**src/rtl/sar_readout_pkg.sv**
```systemverilog
// sar_readout_pkg
// Shared types for the SAR frame readout sequencer.
//   readout_state_t : sequencer FSM state encoding
//   pixel_word_t    : captured output word (code, row/col tag, timeout flag)
// The word struct is sized for the largest supported configuration; the top
// zero-extends into it and slices its own widths back out.
package sar_readout_pkg;

  typedef enum logic [2:0] {
    ST_IDLE,
    ST_SETTLE,
    ST_CONVERT,
    ST_RELEASE,
    ST_OUTPUT
  } readout_state_t;

  // Upper bounds for RESOLUTION and the row/column address widths.
  localparam int PIX_DATA_W = 16;
  localparam int PIX_ADDR_W = 8;

  typedef struct packed {
    logic [PIX_DATA_W-1:0] data;
    logic [PIX_ADDR_W-1:0] row;
    logic [PIX_ADDR_W-1:0] col;
    logic                  err;
  } pixel_word_t;

  function automatic int max_int(input int a, input int b);
    return (a > b) ? a : b;
  endfunction

  // Address width that stays at least one bit for a single row/column.
  function automatic int addr_width(input int n);
    return (n > 1) ? $clog2(n) : 1;
  endfunction

endpackage

```
**src/rtl/sar_readout_ctrl_timer.sv**
```systemverilog
// readout_timer
// Loadable down-counter shared by the settle delay and the conversion timeout.
// Ports:
//   clk, reset      : clock, asynchronous active-low reset
//   load, load_value: load the counter (takes priority over dec)
//   dec             : decrement by one, saturating at zero
//   expired         : counter is at zero (terminal count)
module readout_timer #(
  parameter int W = 8
) (
  input  logic         clk,
  input  logic         reset,
  input  logic         load,
  input  logic [W-1:0] load_value,
  input  logic         dec,
  output logic         expired
);

  logic [W-1:0] count_q;

  always_ff @(posedge clk or negedge reset) begin
    if (!reset) begin
      count_q <= '0;
    end else if (load) begin
      count_q <= load_value;
    end else if (dec && (count_q != '0)) begin
      count_q <= count_q - W'(1);
    end
  end

  assign expired = (count_q == '0);

endmodule

```
**src/rtl/sar_readout_ctrl.sv**
```systemverilog
// sar_readout_ctrl
// Frame readout sequencer: scans the pixel array row/column address, lets the
// address settle, runs one SAR conversion per pixel, and presents each code
// tagged with its address on a valid/ready stream.
// Ports:
//   clk, reset            : clock, asynchronous active-low reset
//   start                 : begin a frame (only honoured when idle)
//   row_sel, col_sel      : pixel address to the array decoders
//   adc_enable            : conversion enable to the ADC (level)
//   adc_done, adc_code    : conversion complete and result from the ADC
//   out_valid, out_ready  : output stream handshake
//   out_data, out_row,
//   out_col, out_err      : output word (err = conversion timed out, data 0)
//   busy                  : frame in progress
//   frame_done            : one-cycle pulse after the last word is accepted
//   timeout_err           : sticky timeout flag, cleared by the next start
//
// state      | meaning
// -----------+--------------------------------------------------------
// ST_IDLE    | waiting for start
// ST_SETTLE  | address held, enable low, settle timer running
// ST_CONVERT | enable high, waiting for done or timeout
// ST_RELEASE | enable low for one cycle so the ADC resets its SAR
// ST_OUTPUT  | word presented, waiting for out_ready
module sar_readout_ctrl
  import sar_readout_pkg::*;
#(
  parameter int RESOLUTION     = 8,
  parameter int ROWS           = 4,
  parameter int COLS           = 4,
  parameter int SETTLE_CYCLES  = 2,
  parameter int TIMEOUT_CYCLES = 64
) (
  input  logic                        clk,
  input  logic                        reset,
  input  logic                        start,
  output logic [addr_width(ROWS)-1:0] row_sel,
  output logic [addr_width(COLS)-1:0] col_sel,
  output logic                        adc_enable,
  input  logic                        adc_done,
  input  logic [RESOLUTION-1:0]       adc_code,
  output logic                        out_valid,
  input  logic                        out_ready,
  output logic [RESOLUTION-1:0]       out_data,
  output logic [addr_width(ROWS)-1:0] out_row,
  output logic [addr_width(COLS)-1:0] out_col,
  output logic                        out_err,
  output logic                        busy,
  output logic                        frame_done,
  output logic                        timeout_err
);

  localparam int RW = addr_width(ROWS);
  localparam int CW = addr_width(COLS);
  localparam int TW = $clog2(max_int(SETTLE_CYCLES, TIMEOUT_CYCLES) + 1);

  // Timer counts down to zero and the state exits on the expired cycle, so
  // loading N-1 gives a state duration of exactly N cycles.
  localparam logic [TW-1:0] SETTLE_LOAD  = TW'(SETTLE_CYCLES - 1);
  localparam logic [TW-1:0] TIMEOUT_LOAD = TW'(TIMEOUT_CYCLES - 1);

  readout_state_t  state_q, state_nxt;
  logic [RW-1:0]   row_q;
  logic [CW-1:0]   col_q;
  pixel_word_t     out_q;
  logic            timeout_err_q;
  logic            frame_done_q;

  logic            timer_load;
  logic [TW-1:0]   timer_value;
  logic            timer_dec;
  logic            timer_expired;
  logic            frame_begin;
  logic            cap_code;
  logic            cap_timeout;
  logic            advance;
  logic            frame_end;
  logic            is_last;
  logic            unused_word;

  readout_timer #(
    .W (TW)
  ) u_timer (
    .clk        (clk),
    .reset      (reset),
    .load       (timer_load),
    .load_value (timer_value),
    .dec        (timer_dec),
    .expired    (timer_expired)
  );

  assign is_last = (row_q == RW'(ROWS - 1)) && (col_q == CW'(COLS - 1));

  always_ff @(posedge clk or negedge reset) begin
    if (!reset) begin
      state_q <= ST_IDLE;
    end else begin
      state_q <= state_nxt;
    end
  end

  always_comb begin
    state_nxt   = state_q;
    timer_load  = 1'b0;
    timer_value = '0;
    timer_dec   = 1'b0;
    frame_begin = 1'b0;
    cap_code    = 1'b0;
    cap_timeout = 1'b0;
    advance     = 1'b0;
    frame_end   = 1'b0;
    case (state_q)
      ST_IDLE: begin
        if (start) begin
          state_nxt   = ST_SETTLE;
          timer_load  = 1'b1;
          timer_value = SETTLE_LOAD;
          frame_begin = 1'b1;
        end
      end
      ST_SETTLE: begin
        if (timer_expired) begin
          state_nxt   = ST_CONVERT;
          timer_load  = 1'b1;
          timer_value = TIMEOUT_LOAD;
        end else begin
          timer_dec = 1'b1;
        end
      end
      ST_CONVERT: begin
        // done has priority over a timeout landing on the same edge
        if (adc_done) begin
          state_nxt = ST_RELEASE;
          cap_code  = 1'b1;
        end else if (timer_expired) begin
          state_nxt   = ST_RELEASE;
          cap_timeout = 1'b1;
        end else begin
          timer_dec = 1'b1;
        end
      end
      ST_RELEASE: begin
        state_nxt = ST_OUTPUT;
      end
      ST_OUTPUT: begin
        if (out_ready) begin
          if (is_last) begin
            state_nxt = ST_IDLE;
            frame_end = 1'b1;
          end else begin
            state_nxt   = ST_SETTLE;
            advance     = 1'b1;
            timer_load  = 1'b1;
            timer_value = SETTLE_LOAD;
          end
        end
      end
      default: begin
        state_nxt = ST_IDLE;
      end
    endcase
  end

  always_ff @(posedge clk or negedge reset) begin
    if (!reset) begin
      row_q         <= '0;
      col_q         <= '0;
      out_q         <= '0;
      timeout_err_q <= 1'b0;
      frame_done_q  <= 1'b0;
    end else begin
      frame_done_q <= frame_end;

      if (frame_begin) begin
        row_q         <= '0;
        col_q         <= '0;
        timeout_err_q <= 1'b0;
      end else if (advance) begin
        if (col_q == CW'(COLS - 1)) begin
          col_q <= '0;
          row_q <= row_q + RW'(1);
        end else begin
          col_q <= col_q + CW'(1);
        end
      end

      if (cap_code) begin
        out_q.data <= PIX_DATA_W'(adc_code);
        out_q.row  <= PIX_ADDR_W'(row_q);
        out_q.col  <= PIX_ADDR_W'(col_q);
        out_q.err  <= 1'b0;
      end else if (cap_timeout) begin
        out_q.data    <= '0;
        out_q.row     <= PIX_ADDR_W'(row_q);
        out_q.col     <= PIX_ADDR_W'(col_q);
        out_q.err     <= 1'b1;
        timeout_err_q <= 1'b1;
      end
    end
  end

  // Enable, valid and busy decode straight from the state register so an
  // asynchronous reset drops them immediately.
  assign adc_enable  = (state_q == ST_CONVERT);
  assign out_valid   = (state_q == ST_OUTPUT);
  assign busy        = (state_q != ST_IDLE);
  assign row_sel     = row_q;
  assign col_sel     = col_q;
  assign out_data    = out_q.data[RESOLUTION-1:0];
  assign out_row     = out_q.row[RW-1:0];
  assign out_col     = out_q.col[CW-1:0];
  assign out_err     = out_q.err;
  assign frame_done  = frame_done_q;
  assign timeout_err = timeout_err_q;

  // Padding bits of the word struct above the configured widths.
  assign unused_word = ^out_q;

endmodule

```
**config.mk**
```make
export PLATFORM = sky130hd
export DESIGN_NAME = sar_readout_ctrl
export DESIGN_NICKNAME = d
export VERILOG_FILES = /design/src/rtl/sar_readout_pkg.sv /design/src/rtl/sar_readout_ctrl_timer.sv /design/src/rtl/sar_readout_ctrl.sv
export SDC_FILE = /design/constraint.sdc
export NUM_CORES = 1
export LEC_CHECK = 0
export ABC_CLOCK_PERIOD_IN_PS = 2980
export BUFFER_PORTS_ARGS = -buffer_cell sky130_fd_sc_hd__buf_2
export CORE_ASPECT_RATIO = 0.9
export CORE_MARGIN = 3
export CORE_UTILIZATION = 56
export CTS_CLUSTER_SIZE = 10
export DETAILED_ROUTE_END_ITERATION = 10
export GPL_ROUTABILITY_DRIVEN = 0
export PLACE_DENSITY_LB_ADDON = 0.12
export SLEW_MARGIN = 30
export SYNTH_ARGS = -nofsm -noshare
export SYNTH_HDL_FRONTEND = slang
export SYNTH_SLANG_ARGS = --single-unit
```
**constraint.sdc**
```tcl
create_clock -name clk -period 2.98 [get_ports clk]
set_input_delay 0.596 -clock clk [delete_from_list [all_inputs] [get_ports clk]]
set_output_delay 0.596 -clock clk [all_outputs]
set_load 0.01 [all_outputs]
```
==> qor.yml <==
synth_nets: 138
cts_resized: 0
grtUsageTotal: 0.2207
cts_hold_buf: 0
crit_path_max_fanout: 5
area_growth_pct: 16.20
endpoint_kind: "register"
status: "completed"
fin_crit_sh: 0.7208
grt.overflow.total: 0
place.detailed.hpwl_um: 2178
die_h_um: 53.92
worst_slew_pin_slew_ns: 0.6531
synth-edff-count: 0
finalSetupViolations: 0
layout_min_cycle_time_ns: 2.148
finalWorstSetupSlack_ns: 0.8320
p_sw_mw: 0.4617
synthFlopType: "dfrtp_1"
grt_pass1_vias: 1071
antenna_found_initial: 0
die_area_sq_um: 3194
routedWlPerCell_um: 16.12
drive_gt1_frac: 0.3354
holdCritPathClass: "input pin to async pin"
ys_seq_area_frac: 0.5079
vias: 1124
ys_warn_count: 0
grt_setup_unrepaired: "no"
grt_pass1_wl_um: 5112
crit_type: "register to register"
yosysUniqueCellTypes: 42
portBuffers: 34
maxCapViolCount: 0
cts_tree: "yes"
synthArstFlopShare: 1.000
pwr-share-clk: 0.190
final.setup.tns_ns: 0
hold_viol_final: 0
htreeDepth: 2
final_common_cell: "buf_2"
wl_um: 2983
seqPwrFrac: 0.464
arrival_ns: 2.36
irDropWorstVdd_uv: 516.0
drt_iter0_drc: 31
cts_setup_buffers: 0
cts.clk_slew.worst_paths_ns: 0.09
syn_area_sq_um: 1429
viasPerCell: 6.076
clock-sinks: 29
fin_nets: 174
synthCells: 122
clockBufferDepth: 2
antenna_cells: 0
power.static_leakage_nw: 0.8540
fin_worst_skew_ns: 0.003904
cp-start-kind: "register"
drc: 0
ant_nets: 0
io_pins: 35
grt_max_degree: 30
insertion_delay_ns: 0.32
relSlewSlack: 0.5627
ys_ff_latch: 29
final_cell_mix: "34 x buf_2, 29 x dfrtp_1, 9 x nor2_1"
rows: 16
die_w_um: 59.25
required_ns: 3.19
numCtsBuffers: 5
start_util: 0.6207
timing.fmax_mhz: 465.6
p_per_area_nw_per_um2: 757.4
root_buffer: "clkbuf_4"
intPower_mw: 0.7959
pre_cts_ws_ns: 0.8593
pwr-share-comb: 0.346
synth.avg_cell_area_sq_um: 11.71
hold_ws_ns: 0.2915
firstDrtPassIters: 4
core_sq_um: 2302
drv_slew: 0
swShare: 0.3671
## metrics by stage
step / instances / area [sq um] / util / total power [mW]
4_1_cts: 185 / 1660 / 0.7212 / 1.264
3_3_place_gp: 178 / 1605 / 0.6973 / 1.006
2_1_floorplan: 122 / 1429 / - / 0.8961
6_report: 185 / 1660 / 0.7212 / 1.258
5_1_grt: 185 / 1660 / 0.7212 / 1.346
3_5_place_dp: 178 / 1605 / 0.6973 / 1.024
## worst paths after layout
check	slack (ns)	cells after the start	startpoint	end
max	0.83	6	u_timer.count_q[0]$_DFFE_PN0P_	u_timer.count_q[4]$_DFFE_PN0P_
min	0.29	1	reset	u_timer.count_q[6]$_DFFE_PN0P_
max reg2reg	0.83	6	u_timer.count_q[0]$_DFFE_PN0P_	u_timer.count_q[4]$_DFFE_PN0P_
min reg2reg	0.50	1	out_data[3]$_DFFE_PN0P_	out_data[3]$_DFFE_PN0P_
max in group asynchronous	2.27	1	reset	frame_done$_DFF_PN0_
min in group clk	0.49	2	adc_code[5]	out_data[5]$_DFFE_PN0P_
## cells by family after synthesis
family          synth area share
compound gates            0.2102
simple gates              0.1708
mux                      0.04378
buf+inv                  0.03502
fa+ha+maj                0.02627
xor+xnor                0.006131
flops                     0.5079
## metal layers
metal	wire length, um	track usage	vias to the layer above
met5	0	0	-
met4	37	0.07925	0
met3	206	0.06475	5
met2	1414	0.3600	41
met1	1325	0.2796	548
li1	-	-	530
## cell usage after synthesis (2+ instances only)
cell type / count / area, sq um
a22o_1: 8 / 70.07
nand3_1: 4 / 20.02
nand2_1: 5 / 18.77
inv_1: 4 / 15.01
or3_1: 2 / 12.51
nor2_1: 9 / 33.78
o21ai_0: 3 / 15.01
dfrtp_1: 29 / 725.7
mux2_4: 2 / 30.03
o21a_1: 3 / 22.52
a31oi_1: 3 / 18.77
buf_2: 4 / 20.02
o32a_1: 3 / 30.03
ha_1: 3 / 37.54
a21o_1: 4 / 30.03
mux2_2: 2 / 22.52
nand3b_1: 2 / 15.01
a21oi_1: 5 / 25.02
a211oi_1: 2 / 15.01
nor3_1: 3 / 15.01
## registers in the layout, summed over array words and instances (netlist names)
| name | count |
|---|---|
| out_col | 2 |
| u_timer.count_q | 7 |
| timeout_err | 1 |
| frame_done | 1 |
| col_sel | 2 |
| out_data | 8 |
| row_sel | 2 |
| out_err | 1 |
| out_row | 2 |
| state_q | 3 |
## layout make-up
class	instances	area, sq um
Sequential cell	29	725.7
Multi-Input combinational cell	83	653.1
Fill cell	163	641.9
Timing Repair Buffer	35	177.7
Clock buffer	7	55.05
Tap cell	27	33.78
Inverter	4	15.01
## power by group through the flow
stage,Combinational (mW),Sequential [mW],Clock [mW]
finish,0.435,0.583,0.239
detailed placement,0.434,0.590,0
floorplan,0.330,0.566,0
CTS,0.436,0.582,0.246
global route,0.486,0.598,0.261
global placement,0.422,0.584,0
## critical path, stage by stage, from the launching register on
cell and delay [ns]:
dfrtp_1 0.40, inv_1 0.09, ha_1 0.21, nor4b_1 0.55
a21boi_1 0.29, o32a_1 0.34, o21a_1 0.16
Note: power is estimated with default switching activity, not from simulation.
